[config.mk]
export PLATFORM = sky130hd
export DESIGN_NAME = pipe_hazard_ctrl_flat
export DESIGN_NICKNAME = d
export VERILOG_FILES = /design/src/rtl/pipe_hazard_if.sv /design/src/rtl/pipe_hazard_ctrl.sv /design/src/flat_wrapper.sv
export SDC_FILE = /design/constraint.sdc
export NUM_CORES = 1
export LEC_CHECK = 0
export BUFFER_PORTS_ARGS = -buffer_cell sky130_fd_sc_hd__buf_2
export CAP_MARGIN = 20
export CELL_PAD_IN_SITES_DETAIL_PLACEMENT = 1
export CELL_PAD_IN_SITES_GLOBAL_PLACEMENT = 1
export CORE_AREA = 5 5 54 103
export CTS_CLUSTER_SIZE = 8
export DETAILED_ROUTE_END_ITERATION = 8
export DIE_AREA = 0 0 59 108
export PLACE_DENSITY = 0.82
export SETUP_SLACK_MARGIN = 0.4
export SLEW_MARGIN = 40
export SYNTH_ARGS = -nofsm -noshare
export SYNTH_HDL_FRONTEND = slang
export SYNTH_SLANG_ARGS = --single-unit
[constraint.sdc]
create_clock -name clk -period 6.76 [get_ports clk]
set_input_delay 1.69 -clock clk [delete_from_list [all_inputs] [get_ports clk]]
set_output_delay 1.69 -clock clk [all_outputs]
set_load 0.05 [all_outputs]
[src/rtl/pipe_hazard_if.sv]
// Hazard-controller bundle between the pipeline datapath and pipe_hazard_ctrl.
// The datapath side is the master and the controller is the slave.
interface pipe_hazard_if #(
  parameter int REG_ADDR_W = 5,
  parameter int CNT_W      = 32
);
  logic [REG_ADDR_W-1:0] id_rs1;
  logic [REG_ADDR_W-1:0] id_rs2;
  logic                  id_use_rs1;
  logic                  id_use_rs2;
  logic [REG_ADDR_W-1:0] ex_rd;
  logic                  ex_regwrite;
  logic                  ex_memread;
  logic [REG_ADDR_W-1:0] mem_rd;
  logic                  mem_regwrite;
  logic [REG_ADDR_W-1:0] wb_rd;
  logic                  wb_regwrite;
  logic                  mem_access;
  logic                  mem_pcsrc;
  logic                  pc_en;
  logic                  ifid_en;
  logic                  idex_en;
  logic                  exmem_en;
  logic                  memwb_en;
  logic                  ifid_flush;
  logic                  idex_flush;
  logic                  exmem_flush;
  logic [1:0]            fwd_a;
  logic [1:0]            fwd_b;
  logic                  id_byp_a;
  logic                  id_byp_b;
  logic [CNT_W-1:0]      stall_cycles;
  logic [CNT_W-1:0]      flush_events;

  modport master (
    output id_rs1, id_rs2, id_use_rs1, id_use_rs2,
    output ex_rd, ex_regwrite, ex_memread,
    output mem_rd, mem_regwrite, wb_rd, wb_regwrite,
    output mem_access, mem_pcsrc,
    input  pc_en, ifid_en, idex_en, exmem_en, memwb_en,
    input  ifid_flush, idex_flush, exmem_flush,
    input  fwd_a, fwd_b, id_byp_a, id_byp_b,
    input  stall_cycles, flush_events
  );

  modport slave (
    input  id_rs1, id_rs2, id_use_rs1, id_use_rs2,
    input  ex_rd, ex_regwrite, ex_memread,
    input  mem_rd, mem_regwrite, wb_rd, wb_regwrite,
    input  mem_access, mem_pcsrc,
    output pc_en, ifid_en, idex_en, exmem_en, memwb_en,
    output ifid_flush, idex_flush, exmem_flush,
    output fwd_a, fwd_b, id_byp_a, id_byp_b,
    output stall_cycles, flush_events
  );
endinterface

[src/rtl/pipe_hazard_ctrl.sv]
// 5-stage RV32I hazard/stall controller with multi-cycle data-memory wait.
// Define PIPE_PERF_CNT_EN to build the saturating stall/flush counters.
module pipe_hazard_ctrl #(
  parameter int REG_ADDR_W = 5,
  parameter int MEM_WAIT   = 0,
  parameter int CNT_W      = 32
) (
  input logic          clk,
  input logic          rst,
  pipe_hazard_if.slave hz
);
  localparam int CW = (MEM_WAIT > 1) ? $clog2(MEM_WAIT + 1) : 1;
  localparam logic [CW-1:0] CNT_INIT =
    (MEM_WAIT > 0) ? CW'(MEM_WAIT - 1) : '0;
  localparam bit HAS_WAIT = (MEM_WAIT > 0);
  localparam logic [REG_ADDR_W-1:0] X0 = '0;

  typedef enum logic {S_RUN, S_WAIT} state_e;

  state_e          state_q, state_d;
  logic [CW-1:0]   cnt_q, cnt_d;
  logic [1:0]      fwd_a_q, fwd_a_d;
  logic [1:0]      fwd_b_q, fwd_b_d;
  logic [1:0]      sel_a, sel_b;
  logic            mem_stall, load_use;
  logic            do_br, do_lu;
  logic            ex_ok, mem_ok;
  logic            pc_en, ifid_en, idex_en, exmem_en, memwb_en;
  logic            ifid_flush, idex_flush, exmem_flush;

  assign mem_stall =
    (state_q == S_RUN && hz.mem_access && HAS_WAIT) ||
    (state_q == S_WAIT && cnt_q != '0);

  assign load_use =
    hz.ex_memread && hz.ex_regwrite && hz.ex_rd != X0 &&
    ((hz.id_use_rs1 && hz.id_rs1 == hz.ex_rd) ||
     (hz.id_use_rs2 && hz.id_rs2 == hz.ex_rd));

  assign do_br = hz.mem_pcsrc && !mem_stall;
  assign do_lu = load_use && !hz.mem_pcsrc && !mem_stall;

  always_comb begin
    state_d = state_q;
    cnt_d   = cnt_q;
    unique case (state_q)
      S_RUN: begin
        if (mem_stall) begin
          cnt_d   = CNT_INIT;
          state_d = S_WAIT;
        end
      end
      S_WAIT: begin
        if (cnt_q != '0) cnt_d = cnt_q - CW'(1);
        else state_d = S_RUN;
      end
      default: state_d = S_RUN;
    endcase
  end

  always_comb begin
    pc_en       = 1'b1;
    ifid_en     = 1'b1;
    idex_en     = 1'b1;
    exmem_en    = 1'b1;
    memwb_en    = 1'b1;
    ifid_flush  = 1'b0;
    idex_flush  = 1'b0;
    exmem_flush = 1'b0;
    unique case (1'b1)
      mem_stall: begin
        pc_en    = 1'b0;
        ifid_en  = 1'b0;
        idex_en  = 1'b0;
        exmem_en = 1'b0;
        memwb_en = 1'b0;
      end
      do_br: begin
        ifid_flush  = 1'b1;
        idex_flush  = 1'b1;
        exmem_flush = 1'b1;
      end
      do_lu: begin
        pc_en      = 1'b0;
        ifid_en    = 1'b0;
        idex_flush = 1'b1;
      end
      default: ;
    endcase
  end

  // Loads are not forwarded from EX; that case is the load-use stall.
  assign ex_ok  = hz.ex_regwrite && !hz.ex_memread && hz.ex_rd != X0;
  assign mem_ok = hz.mem_regwrite && hz.mem_rd != X0;

  always_comb begin
    sel_a = 2'b00;
    sel_b = 2'b00;
    if (ex_ok && hz.ex_rd == hz.id_rs1) sel_a = 2'b01;
    else if (mem_ok && hz.mem_rd == hz.id_rs1) sel_a = 2'b10;
    if (ex_ok && hz.ex_rd == hz.id_rs2) sel_b = 2'b01;
    else if (mem_ok && hz.mem_rd == hz.id_rs2) sel_b = 2'b10;
    fwd_a_d = fwd_a_q;
    fwd_b_d = fwd_b_q;
    if (idex_flush) begin
      fwd_a_d = 2'b00;
      fwd_b_d = 2'b00;
    end else if (idex_en) begin
      fwd_a_d = sel_a;
      fwd_b_d = sel_b;
    end
  end

  always_ff @(posedge clk or negedge rst) begin
    if (!rst) begin
      state_q <= S_RUN;
      cnt_q   <= '0;
      fwd_a_q <= 2'b00;
      fwd_b_q <= 2'b00;
    end else begin
      state_q <= state_d;
      cnt_q   <= cnt_d;
      fwd_a_q <= fwd_a_d;
      fwd_b_q <= fwd_b_d;
    end
  end

`ifdef PIPE_PERF_CNT_EN
  logic [CNT_W-1:0] stall_cycles_q, stall_cycles_d;
  logic [CNT_W-1:0] flush_events_q, flush_events_d;

  always_comb begin
    stall_cycles_d = stall_cycles_q;
    flush_events_d = flush_events_q;
    if (!pc_en && stall_cycles_q != '1)
      stall_cycles_d = stall_cycles_q + CNT_W'(1);
    if (do_br && flush_events_q != '1)
      flush_events_d = flush_events_q + CNT_W'(1);
  end

  always_ff @(posedge clk or negedge rst) begin
    if (!rst) begin
      stall_cycles_q <= '0;
      flush_events_q <= '0;
    end else begin
      stall_cycles_q <= stall_cycles_d;
      flush_events_q <= flush_events_d;
    end
  end

  assign hz.stall_cycles = stall_cycles_q;
  assign hz.flush_events = flush_events_q;
`else
  assign hz.stall_cycles = {CNT_W{1'b0}};
  assign hz.flush_events = {CNT_W{1'b0}};
`endif

  assign hz.pc_en       = pc_en;
  assign hz.ifid_en     = ifid_en;
  assign hz.idex_en     = idex_en;
  assign hz.exmem_en    = exmem_en;
  assign hz.memwb_en    = memwb_en;
  assign hz.ifid_flush  = ifid_flush;
  assign hz.idex_flush  = idex_flush;
  assign hz.exmem_flush = exmem_flush;
  assign hz.fwd_a       = fwd_a_q;
  assign hz.fwd_b       = fwd_b_q;
  assign hz.id_byp_a    =
    hz.wb_regwrite && hz.wb_rd != X0 && hz.wb_rd == hz.id_rs1;
  assign hz.id_byp_b    =
    hz.wb_regwrite && hz.wb_rd != X0 && hz.wb_rd == hz.id_rs2;
endmodule
[src/flat_wrapper.sv]
// flat-port wrapper written by rule: the top's interface ports become plain ports
module pipe_hazard_ctrl_flat 
#(
  parameter int REG_ADDR_W = 5,
  parameter int MEM_WAIT   = 0,
  parameter int CNT_W      = 32
)
  (clk, rst, hz_id_rs1, hz_id_rs2, hz_id_use_rs1, hz_id_use_rs2, hz_ex_rd, hz_ex_regwrite, hz_ex_memread, hz_mem_rd, hz_mem_regwrite, hz_wb_rd, hz_wb_regwrite, hz_mem_access, hz_mem_pcsrc, hz_pc_en, hz_ifid_en, hz_idex_en, hz_exmem_en, hz_memwb_en, hz_ifid_flush, hz_idex_flush, hz_exmem_flush, hz_fwd_a, hz_fwd_b, hz_id_byp_a, hz_id_byp_b, hz_stall_cycles, hz_flush_events);
  pipe_hazard_if #(.REG_ADDR_W(REG_ADDR_W), .CNT_W(CNT_W)) hz_i ();
  input logic clk;
  input logic rst;
  input wire logic [$bits(hz_i.id_rs1)-1:0] hz_id_rs1;
  input wire logic [$bits(hz_i.id_rs2)-1:0] hz_id_rs2;
  input wire logic [$bits(hz_i.id_use_rs1)-1:0] hz_id_use_rs1;
  input wire logic [$bits(hz_i.id_use_rs2)-1:0] hz_id_use_rs2;
  input wire logic [$bits(hz_i.ex_rd)-1:0] hz_ex_rd;
  input wire logic [$bits(hz_i.ex_regwrite)-1:0] hz_ex_regwrite;
  input wire logic [$bits(hz_i.ex_memread)-1:0] hz_ex_memread;
  input wire logic [$bits(hz_i.mem_rd)-1:0] hz_mem_rd;
  input wire logic [$bits(hz_i.mem_regwrite)-1:0] hz_mem_regwrite;
  input wire logic [$bits(hz_i.wb_rd)-1:0] hz_wb_rd;
  input wire logic [$bits(hz_i.wb_regwrite)-1:0] hz_wb_regwrite;
  input wire logic [$bits(hz_i.mem_access)-1:0] hz_mem_access;
  input wire logic [$bits(hz_i.mem_pcsrc)-1:0] hz_mem_pcsrc;
  output wire logic [$bits(hz_i.pc_en)-1:0] hz_pc_en;
  output wire logic [$bits(hz_i.ifid_en)-1:0] hz_ifid_en;
  output wire logic [$bits(hz_i.idex_en)-1:0] hz_idex_en;
  output wire logic [$bits(hz_i.exmem_en)-1:0] hz_exmem_en;
  output wire logic [$bits(hz_i.memwb_en)-1:0] hz_memwb_en;
  output wire logic [$bits(hz_i.ifid_flush)-1:0] hz_ifid_flush;
  output wire logic [$bits(hz_i.idex_flush)-1:0] hz_idex_flush;
  output wire logic [$bits(hz_i.exmem_flush)-1:0] hz_exmem_flush;
  output wire logic [$bits(hz_i.fwd_a)-1:0] hz_fwd_a;
  output wire logic [$bits(hz_i.fwd_b)-1:0] hz_fwd_b;
  output wire logic [$bits(hz_i.id_byp_a)-1:0] hz_id_byp_a;
  output wire logic [$bits(hz_i.id_byp_b)-1:0] hz_id_byp_b;
  output wire logic [$bits(hz_i.stall_cycles)-1:0] hz_stall_cycles;
  output wire logic [$bits(hz_i.flush_events)-1:0] hz_flush_events;
  assign hz_i.id_rs1 = hz_id_rs1;
  assign hz_i.id_rs2 = hz_id_rs2;
  assign hz_i.id_use_rs1 = hz_id_use_rs1;
  assign hz_i.id_use_rs2 = hz_id_use_rs2;
  assign hz_i.ex_rd = hz_ex_rd;
  assign hz_i.ex_regwrite = hz_ex_regwrite;
  assign hz_i.ex_memread = hz_ex_memread;
  assign hz_i.mem_rd = hz_mem_rd;
  assign hz_i.mem_regwrite = hz_mem_regwrite;
  assign hz_i.wb_rd = hz_wb_rd;
  assign hz_i.wb_regwrite = hz_wb_regwrite;
  assign hz_i.mem_access = hz_mem_access;
  assign hz_i.mem_pcsrc = hz_mem_pcsrc;
  assign hz_pc_en = hz_i.pc_en;
  assign hz_ifid_en = hz_i.ifid_en;
  assign hz_idex_en = hz_i.idex_en;
  assign hz_exmem_en = hz_i.exmem_en;
  assign hz_memwb_en = hz_i.memwb_en;
  assign hz_ifid_flush = hz_i.ifid_flush;
  assign hz_idex_flush = hz_i.idex_flush;
  assign hz_exmem_flush = hz_i.exmem_flush;
  assign hz_fwd_a = hz_i.fwd_a;
  assign hz_fwd_b = hz_i.fwd_b;
  assign hz_id_byp_a = hz_i.id_byp_a;
  assign hz_id_byp_b = hz_i.id_byp_b;
  assign hz_stall_cycles = hz_i.stall_cycles;
  assign hz_flush_events = hz_i.flush_events;
  pipe_hazard_ctrl #(.REG_ADDR_W(REG_ADDR_W), .MEM_WAIT(MEM_WAIT), .CNT_W(CNT_W)) u_core (.clk(clk), .rst(rst), .hz(hz_i));
endmodule
==> results.toml, run 1 <==
[clock_tree]
cts_buffers = 3
cts-htree-levels = 1
max-clock-path-buffers = 2
cts_resized = 0
postCtsSetupBuffers = 0
cts_sinks = 4
hold_buffers = 0
cts_tree = "done"
clk_pin_slew_worst_paths_ns = 0.03
ctsRootBufferMaster = "clkbuf_8"

[power]
netSwitchingPower_mw = 0.120
clkPwrFrac = 0.241
swShare = 0.591
peakVddDrop_mv = 0.0768
comb_power_share = 0.639
seqPwrFrac = 0.120
leakage_nw = 0.603
p_per_area_mw_per_mm2 = 175
p_int_mw = 0.0832

[timing]
finalCriticalPeriod_ns = 4.90
setup-violations-final = 0
hold_ws_ns = 1.27
finalHoldViolCount = 0
fin_ws_ns = 1.86
slew_viol_final = 0
fmax_mhz = 204
finalCritPeriodShare = 0.725
rsz0062_at_grt = "false"
setup-tns-final_ns = 0

[floorplan]
initial_utilization = 0.240
die_w_um = 59
core_mm2 = 0.00464
dieArea_mm2 = 0.00637
die_h_um = 108
io_pins = 113
row_count = 35

[placement]
gp_congestion = 0.768
hpwl_um = 2790
dp_slack_ns = 1.85
io_buffers = 44

[critical_path]
worstPathArrival_ns = 3.21
end_kind = "output port"
start_kind = "primary input"
crit_fanout = 4
cp.required_ns = 5.07
critical_path_class = "primary input to output port"

[routing]
vias = 895
drtIter0Drc = 6
drtAntennaViolNets = 0
drc = 0
avgRoutedWirePerCell_um = 12.3
post_drt_via_cell_ratio = 3.74
wl_um = 2940
drt_pre_antenna_iters = 3

[final_layout]
area_growth_pct = 4.38
diodes = 0
final_util = 0.251
fillers = 621
drive_gt1_frac = 0.277
layout.nets = 221
mostFrequentLayoutCell = "conb_1"
layout_common_cells = "67 x conb_1, 44 x buf_2, 18 x xnor2_1, 8 x xor2_1, 7 x nand3_1"

[logic_synthesis]
yosys_warnings = 0
ys_seq_elements = 4
synthCells = 142
synth.distinct_cells = 24
synthesis.area_mm2 = 0.00111
ys_seq_area_frac = 0.0898
avgSynthCellArea_um2 = 7.85

[global_route]
antenna_found_initial = 0
grt.total_usage = 0.0865
grt_pass1_vias = 974
grt_start_max_net_pins = 9
grt_pass1_wl_um = 4240
grt-ovfl-total = 0

[min_path]
worstHoldPathType = "primary input to asynchronous set/reset pin"

[job]
maxCapViolCount = 0

[status]
outcome = "finished clean"
synth_stat cells, drive strengths merged:
master / number / area, µm²
o2111a: 2 / 23.8
nand3b: 1 / 7.51
xor2: 8 / 70.1
o31ai: 1 / 7.51
and4: 1 / 8.76
nand2: 2 / 7.51
inv: 1 / 3.75
nand2b: 4 / 25.0
nor3: 4 / 20.0
nand3: 7 / 35.0
o21ai: 3 / 15.0
xnor2: 18 / 158
nor2b: 3 / 18.8
nor2: 2 / 7.51
a2111oi: 1 / 15.0
buf: 70 / 526
nor4: 5 / 37.5
or2: 1 / 6.26
conb: 2 / 7.51
or4: 2 / 15.0
dfrtp: 4 / 100
per-layer routing:
metal | part of all wire | GRT usage | vias up | routed length (µm)
met3 | 0.13 | 0.0155 | 3 | 385
met5 | 0 | 0 | - | 0
met4 | 0.012 | 0.0324 | 0 | 34
met1 | 0.31 | 0.0835 | 399 | 912
met2 | 0.55 | 0.171 | 80 | 1610
li1 | - | - | 413 | -
cell type report:
cell class	instances	area, µm²	share of cell area
multi-input cells	132	729	0.627
repair buffers	44	220	0.189
flip-flops and latches	4	100	0.0860
well taps	55	68.8	0.0591
clock buffers	3	41.3	0.0355
inverters	1	3.75	0.00323
worst paths after layout:
path                               from            endpoint  cells past startpoint
min                                 rst  u_core.hz.fwd_a[1]                      1
max in group asynchronous           rst  u_core.hz.fwd_b[0]                      1
min in group clk           hz_mem_pcsrc  u_core.hz.fwd_b[1]                      2
max                        hz_id_rs2[3]       hz_idex_flush                      7
flip-flops by register name, indices dropped and copies added (netlist names):
name             flops
u_core.hz.fwd_a      2
u_core.hz.fwd_b      2
power by group through the flow:
| stage | Sequential, mW | Combinational (mW) | Clock, mW |
|---|---|---|---|
| after floorplan | 0.0253 | 0.137 | 0 |
| after global placement | 0.0246 | 0.127 | 0 |
| after detailed placement | 0.0246 | 0.129 | 0 |
| after CTS | 0.0243 | 0.129 | 0.0509 |
| after global routing | 0.0243 | 0.137 | 0.0526 |
| final | 0.0243 | 0.130 | 0.0491 |
critical path, stage by stage:
cell	delay, ns
buf_2	0.13
nor2b_1	0.15
a2111oi_2	0.37
and4_1	0.25
o2111a_2	0.26
or2_1	0.10
buf_2	0.25
cells by family (layout without fill, tap and decap cells):
group	Yosys count	in the layout	share of synthesized area
compound gates	7	7	0.0550
flops	4	4	0.0898
simple gates	32	32	0.169
xor+xnor	26	26	0.204
other cells	2	67	0.00674
buf+inv	71	48	0.475
through the flow:
stage                     cell area (µm²)  power [mW]  cells
after floorplan                      1360       0.162    207
after global placement               1120       0.152    236
after detailed placement             1120       0.154    236
after CTS                            1160       0.205    239
after global routing                 1160       0.214    239
final                                1160       0.204    239
(Power assumes the default switching activity.)
==> run 2, diff against run 1 <==
Settings changed: CORE_AREA 5 5 54 103 to 5 5 56 107, DIE_AREA 0 0 59 108 to 0 0 61 112, PLACE_DENSITY 0.82 to 0.77.
Clock period 6.76 ns to 4.79 ns, I/O delays scaled along.
==> run 2 against run 1 <==
Power grew 46%. Combinational power grew 42%. Utilization shrank 2.1 points. Sequential share of layout area is essentially flat. Final cell count grew 1.3%. Clock power grew 57%. Global-route usage grew 0.050 points. Clock-buffer cell count is the same. First-iteration DRC count grew to 3.8 times the previous value.
==> results.toml, run 2 (synthesis gave the netlist of run 1 again) <==
[status]
outcome = "finished clean"

[timing]
fmax_mhz = 254
finalCritPeriodShare = 0.821
setup-tns-final_ns = 0
rsz0062_at_grt = "false"
slew_viol_final = 0
setup-violations-final = 0
finalCriticalPeriod_ns = 3.93
finalHoldViolCount = 0

[critical_path]
cp.required_ns = 3.59
worstPathArrival_ns = 2.74
start_kind = "primary input"
crit_fanout = 4
critPathMaxStageDelay_ns = 0.38
critPathBufInv = 2
crit_path_cell_trace = "buf_2, nor2b_1, a2111oi_2, and4_1, o2111a_2, or2_1, buf_2"
cp_top_family = "compound AO/OA/AOI/OAI gates"
critical_path_class = "primary input to output port"
path_depth = 7
path_common_cell = "buf_2"
crit_path_top_delay_cell = "a2111oi_2"
end_kind = "output port"

[routing]
drt_pre_antenna_iters = 4
vias = 930
drtAntennaViolNets = 0
post_drt_via_cell_ratio = 3.84
wl_um = 3220
drtIter0Drc = 23
drc = 0
avgRoutedWirePerCell_um = 13.3

[global_route]
antenna_found_initial = 0
grt_pass1_vias = 977
grt.total_usage = 0.0870
grt-ovfl-total = 0
grt_start_max_net_pins = 9
grt_pass1_wl_um = 4350

[clock_tree]
ctsRootBufferMaster = "clkbuf_8"
max-clock-path-buffers = 2
clk_pin_slew_worst_paths_ns = 0.03
cts_tree = "done"
cts_buffers = 3
cts_resized = 0
cts_sinks = 4
postCtsSetupBuffers = 0
hold_buffers = 0
cts-htree-levels = 1

[final_layout]
diodes = 0
fin_cells = 242
layout.nets = 221
layout_common_cells = "67 x conb_1, 44 x buf_2, 18 x xnor2_1, 8 x xor2_1, 7 x nand3_1"
fin_area_mm2 = 0.00117
multi_input_area_um2 = 729
fillers = 663
mostFrequentLayoutCell = "conb_1"
seq_area_um2 = 100
area_growth_pct = 4.71
drive_gt1_frac = 0.277

[floorplan]
core_mm2 = 0.00509
dieArea_mm2 = 0.00683
die_w_um = 61
initial_utilization = 0.219
io_pins = 113
row_count = 37
die_h_um = 112

[min_path]
worstHoldPathType = "primary input to asynchronous set/reset pin"

[placement]
placed_cell_area_mm2 = 0.00113
dp.cells = 239
io_buffers = 44
gp_congestion = 0.853
hpwl_um = 2890

[power]
p_total_mw = 0.296
p_per_area_mw_per_mm2 = 254
peakVddDrop_mv = 0.127
leakage_nw = 0.603

[job]
maxCapViolCount = 0
-- run 2: cell counts in the layout (fill, tap and decap cells not counted) --
Identical to the previous run, type by type.
-- run 2: final timing paths --
check	from	end
worst max-delay path	hz_id_rs2[3]	hz_idex_flush
worst min-delay path	rst	u_core.hz.fwd_a[1]
max in group asynchronous	rst	u_core.hz.fwd_a[0]
min in group clk	hz_mem_pcsrc	u_core.hz.fwd_b[1]
-- run 2: per-layer routing --
metal	vias to the layer above	track usage	wire, µm
met3	11	0.0232	456
met4	0	0.0550	131
met2	87	0.166	1750
li1	413	-	-
met5	-	0	0
met1	419	0.0711	885
-- run 2: metrics by stage --
stage	util	setup WS [ns]	hold slack (ns)
2_1_floorplan	-	0.644	0.902
3_3_place_gp	0.221	0.840	1.00
3_5_place_dp	0.221	0.850	1.01
4_1_cts	0.229	0.847	0.763
5_1_grt	0.229	0.768	0.766
6_report	0.229	0.857	0.770
-- run 2: layout make-up --
type                       count  share of cell area
sequential                     4              0.0857
timing repair buffer          44               0.189
tap                           58              0.0622
multi-input combinational    132               0.625
clock buffer                   3              0.0354
inverter                       1             0.00322
-- run 2: where the power goes --
group          total [mW]  leakage, nW  internal, mW  switching (mW)
Clock              0.0769       0.0216        0.0540          0.0229
Sequential         0.0343       0.0558        0.0343       0.0000488
Combinational       0.185        0.525        0.0297           0.155
Total               0.296        0.603         0.118           0.178
==> run 3, diff against run 2 <==
Settings changed: ABC_AREA set to 1, CORE_AREA 5 5 56 107 to 5 5 59 114, DIE_AREA 0 0 61 112 to 0 0 64 119, PLACE_DENSITY 0.77 to 0.75.
Clock period 4.79 ns to 3.6 ns, I/O delays scaled along.
==> run 3 against run 2 <==
Largest power group unchanged. Non-clock buffer count stayed put. Utilization is 0.50 points lower. Clock-buffer cell count stayed put. Final cell count is 14% higher. Global-route usage is 0.43 points lower. Critical endpoint unchanged. Worst hold slack worse by 0.30 ns. Via count is 8.4% higher.
==> results.toml, run 3 <==
[logic_synthesis]
synth_edf_count = 0
ys_top_cells_by_area = "buf_4 45%, xnor2_1 12%, dfrtp_1 8.5%"
synth.distinct_cells = 19
synth.most_common_cell = "buf_4"
synth_top_area_cell = "buf_4"
synthCells = 173
ys_seq_area_frac = 0.0850
synthesis.area_mm2 = 0.00118
yosysTopAreaCellShare = 0.446
async_flop_share = 1.00
ys_seq_elements = 4
yosys_warnings = 0
avgSynthCellArea_um2 = 6.81
synthTopCellsByCount = "70 x buf_4, 26 x nand2_1, 16 x xnor2_1"
ys.flop_type = "dfrtp_1"

[floorplan]
core_mm2 = 0.00571
die_w_um = 64
row_count = 39
initial_utilization = 0.206
dieArea_mm2 = 0.00762
die_h_um = 119
io_pins = 113

[timing]
finalCritPeriodShare = 0.795
hold_ws_ns = 0.471
setup-violations-final = 0
slew_viol_final = 0
rsz0062_at_grt = "false"
finalCriticalPeriod_ns = 2.86
finalHoldViolCount = 0
setup-tns-final_ns = 0
fmax_mhz = 349

[clock_tree]
hold_buffers = 0
max-clock-path-buffers = 2
cts_buffers = 3
cts_resized = 0
cts-htree-levels = 1
clk_pin_slew_worst_paths_ns = 0.03
postCtsSetupBuffers = 0
cts_tree = "done"
cts_sinks = 4
ctsRootBufferMaster = "clkbuf_16"

[final_layout]
diodes = 0
layout_common_cells = "67 x conb_1, 44 x buf_2, 26 x nand2_1, 16 x xnor2_1, 11 x inv_1"
mostFrequentLayoutCell = "conb_1"
area_growth_pct = 8.71
drive_gt1_frac = 0.288
layout.nets = 252

[global_route]
grt-ovfl-total = 0
grt_pass1_wl_um = 5000
grt_pass1_vias = 1159
antenna_found_initial = 0
grt.total_usage = 0.0827
grt_start_max_net_pins = 6

[critical_path]
crit_path_top_delay_cell = "buf_2"
critPathBufInv = 3
crit_fanout = 5
cp_top_family = "simple AND/OR/NAND/NOR gates"
path_common_cell = "nand2_1"
cp.required_ns = 2.70
worstPathArrival_ns = 1.96
end_kind = "output port"
critical_path_class = "primary input to output port"
start_kind = "primary input"
critPathMaxStageDelay_ns = 0.27
crit_path_cell_trace = "buf_2, inv_1, nand2_1, nand2_1, nor2_2, nand4_1, nand2_1, nand2_2, nand2_4, buf_2"

[status]
outcome = "finished clean"

[power]
peakVddDrop_mv = 0.290
p_total_mw = 0.471
p_per_area_mw_per_mm2 = 368
leakage_nw = 0.746

[routing]
drc = 0
drtIter0Drc = 6
wl_um = 3230
post_drt_via_cell_ratio = 3.65
drtAntennaViolNets = 0
avgRoutedWirePerCell_um = 11.7
drt_pre_antenna_iters = 2
vias = 1008

[job]
maxCapViolCount = 0

[min_path]
worstHoldPathType = "primary input to asynchronous set/reset pin"

[placement]
hpwl_um = 3020
gp_congestion = 0.704
io_buffers = 44
run 3: cell types whose count changed in the layout (fill, tap and decap cells not counted), moves of 3 or more:
cell and change:
clkbuf_16 +3, clkbuf_8 -3, inv_1 +11, nand2_1 +24, nand2b_1 -4, nand3_1 -3
nand4_1 +7, nor2_1 +4, nor2_2 +7, nor2b_1 -3, nor4_1 -4
run 3: area by class of cell:
cell class                      count  area [µm²]
Fill cell                         754        4430
Tap cell                           61        76.3
Multi-Input combinational cell    149         751
Clock buffer                        3        75.1
Inverter                           15        57.6
Timing Repair Buffer               44         220
Sequential cell                     4         100
run 3: worst max path at each step:
stage            startpoint  slack (ns)       endpoint  cells after the start
4_1_cts        hz_id_rs1[1]        0.71  hz_idex_flush                     10
2_1_floorplan   hz_ex_rd[1]        0.60       hz_pc_en                      8
3_3_place_gp   hz_id_rs1[2]        0.72  hz_idex_flush                      8
6_report       hz_id_rs1[1]        0.74  hz_idex_flush                     10
5_1_grt        hz_id_rs1[1]        0.59  hz_idex_flush                     10
3_5_place_dp   hz_id_rs1[1]        0.71  hz_idex_flush                     10
run 3: kinds of logic after synthesis:
| kind of cell | count (synthesis) | share of synthesized area |
|---|---|---|
| AND/OR/NAND/NOR | 57 | 0.234 |
| flip-flops | 4 | 0.0850 |
| other | 2 | 0.00638 |
| XOR/XNOR | 23 | 0.171 |
| buffers and inverters | 85 | 0.495 |
| AO/OA/AOI/OAI | 2 | 0.00850 |
run 3: per-layer routing:
metal / track usage / share of wire
met4: 0.0312 / 0.015
met1: 0.0803 / 0.33
met2: 0.160 / 0.54
met5: 0 / 0
met3: 0.0198 / 0.12
run 3: stage by stage:
stage               setup slack (ns)  area (µm²)  utilization  instances
floorplan                      0.597        1430            -        238
global placement               0.723        1200        0.211        273
detailed placement             0.711        1200        0.211        273
CTS                            0.710        1280        0.224        276
global route                   0.591        1280        0.224        276
finish                         0.738        1280        0.224        276
run 3: report_power, final:
group / switching, mW / leakage (nW) / total, mW / internal, mW
clock: 0.0320 / 0.0370 / 0.174 / 0.142
combinational: 0.212 / 0.653 / 0.251 / 0.0395
sequential: 0.0000807 / 0.0558 / 0.0457 / 0.0456
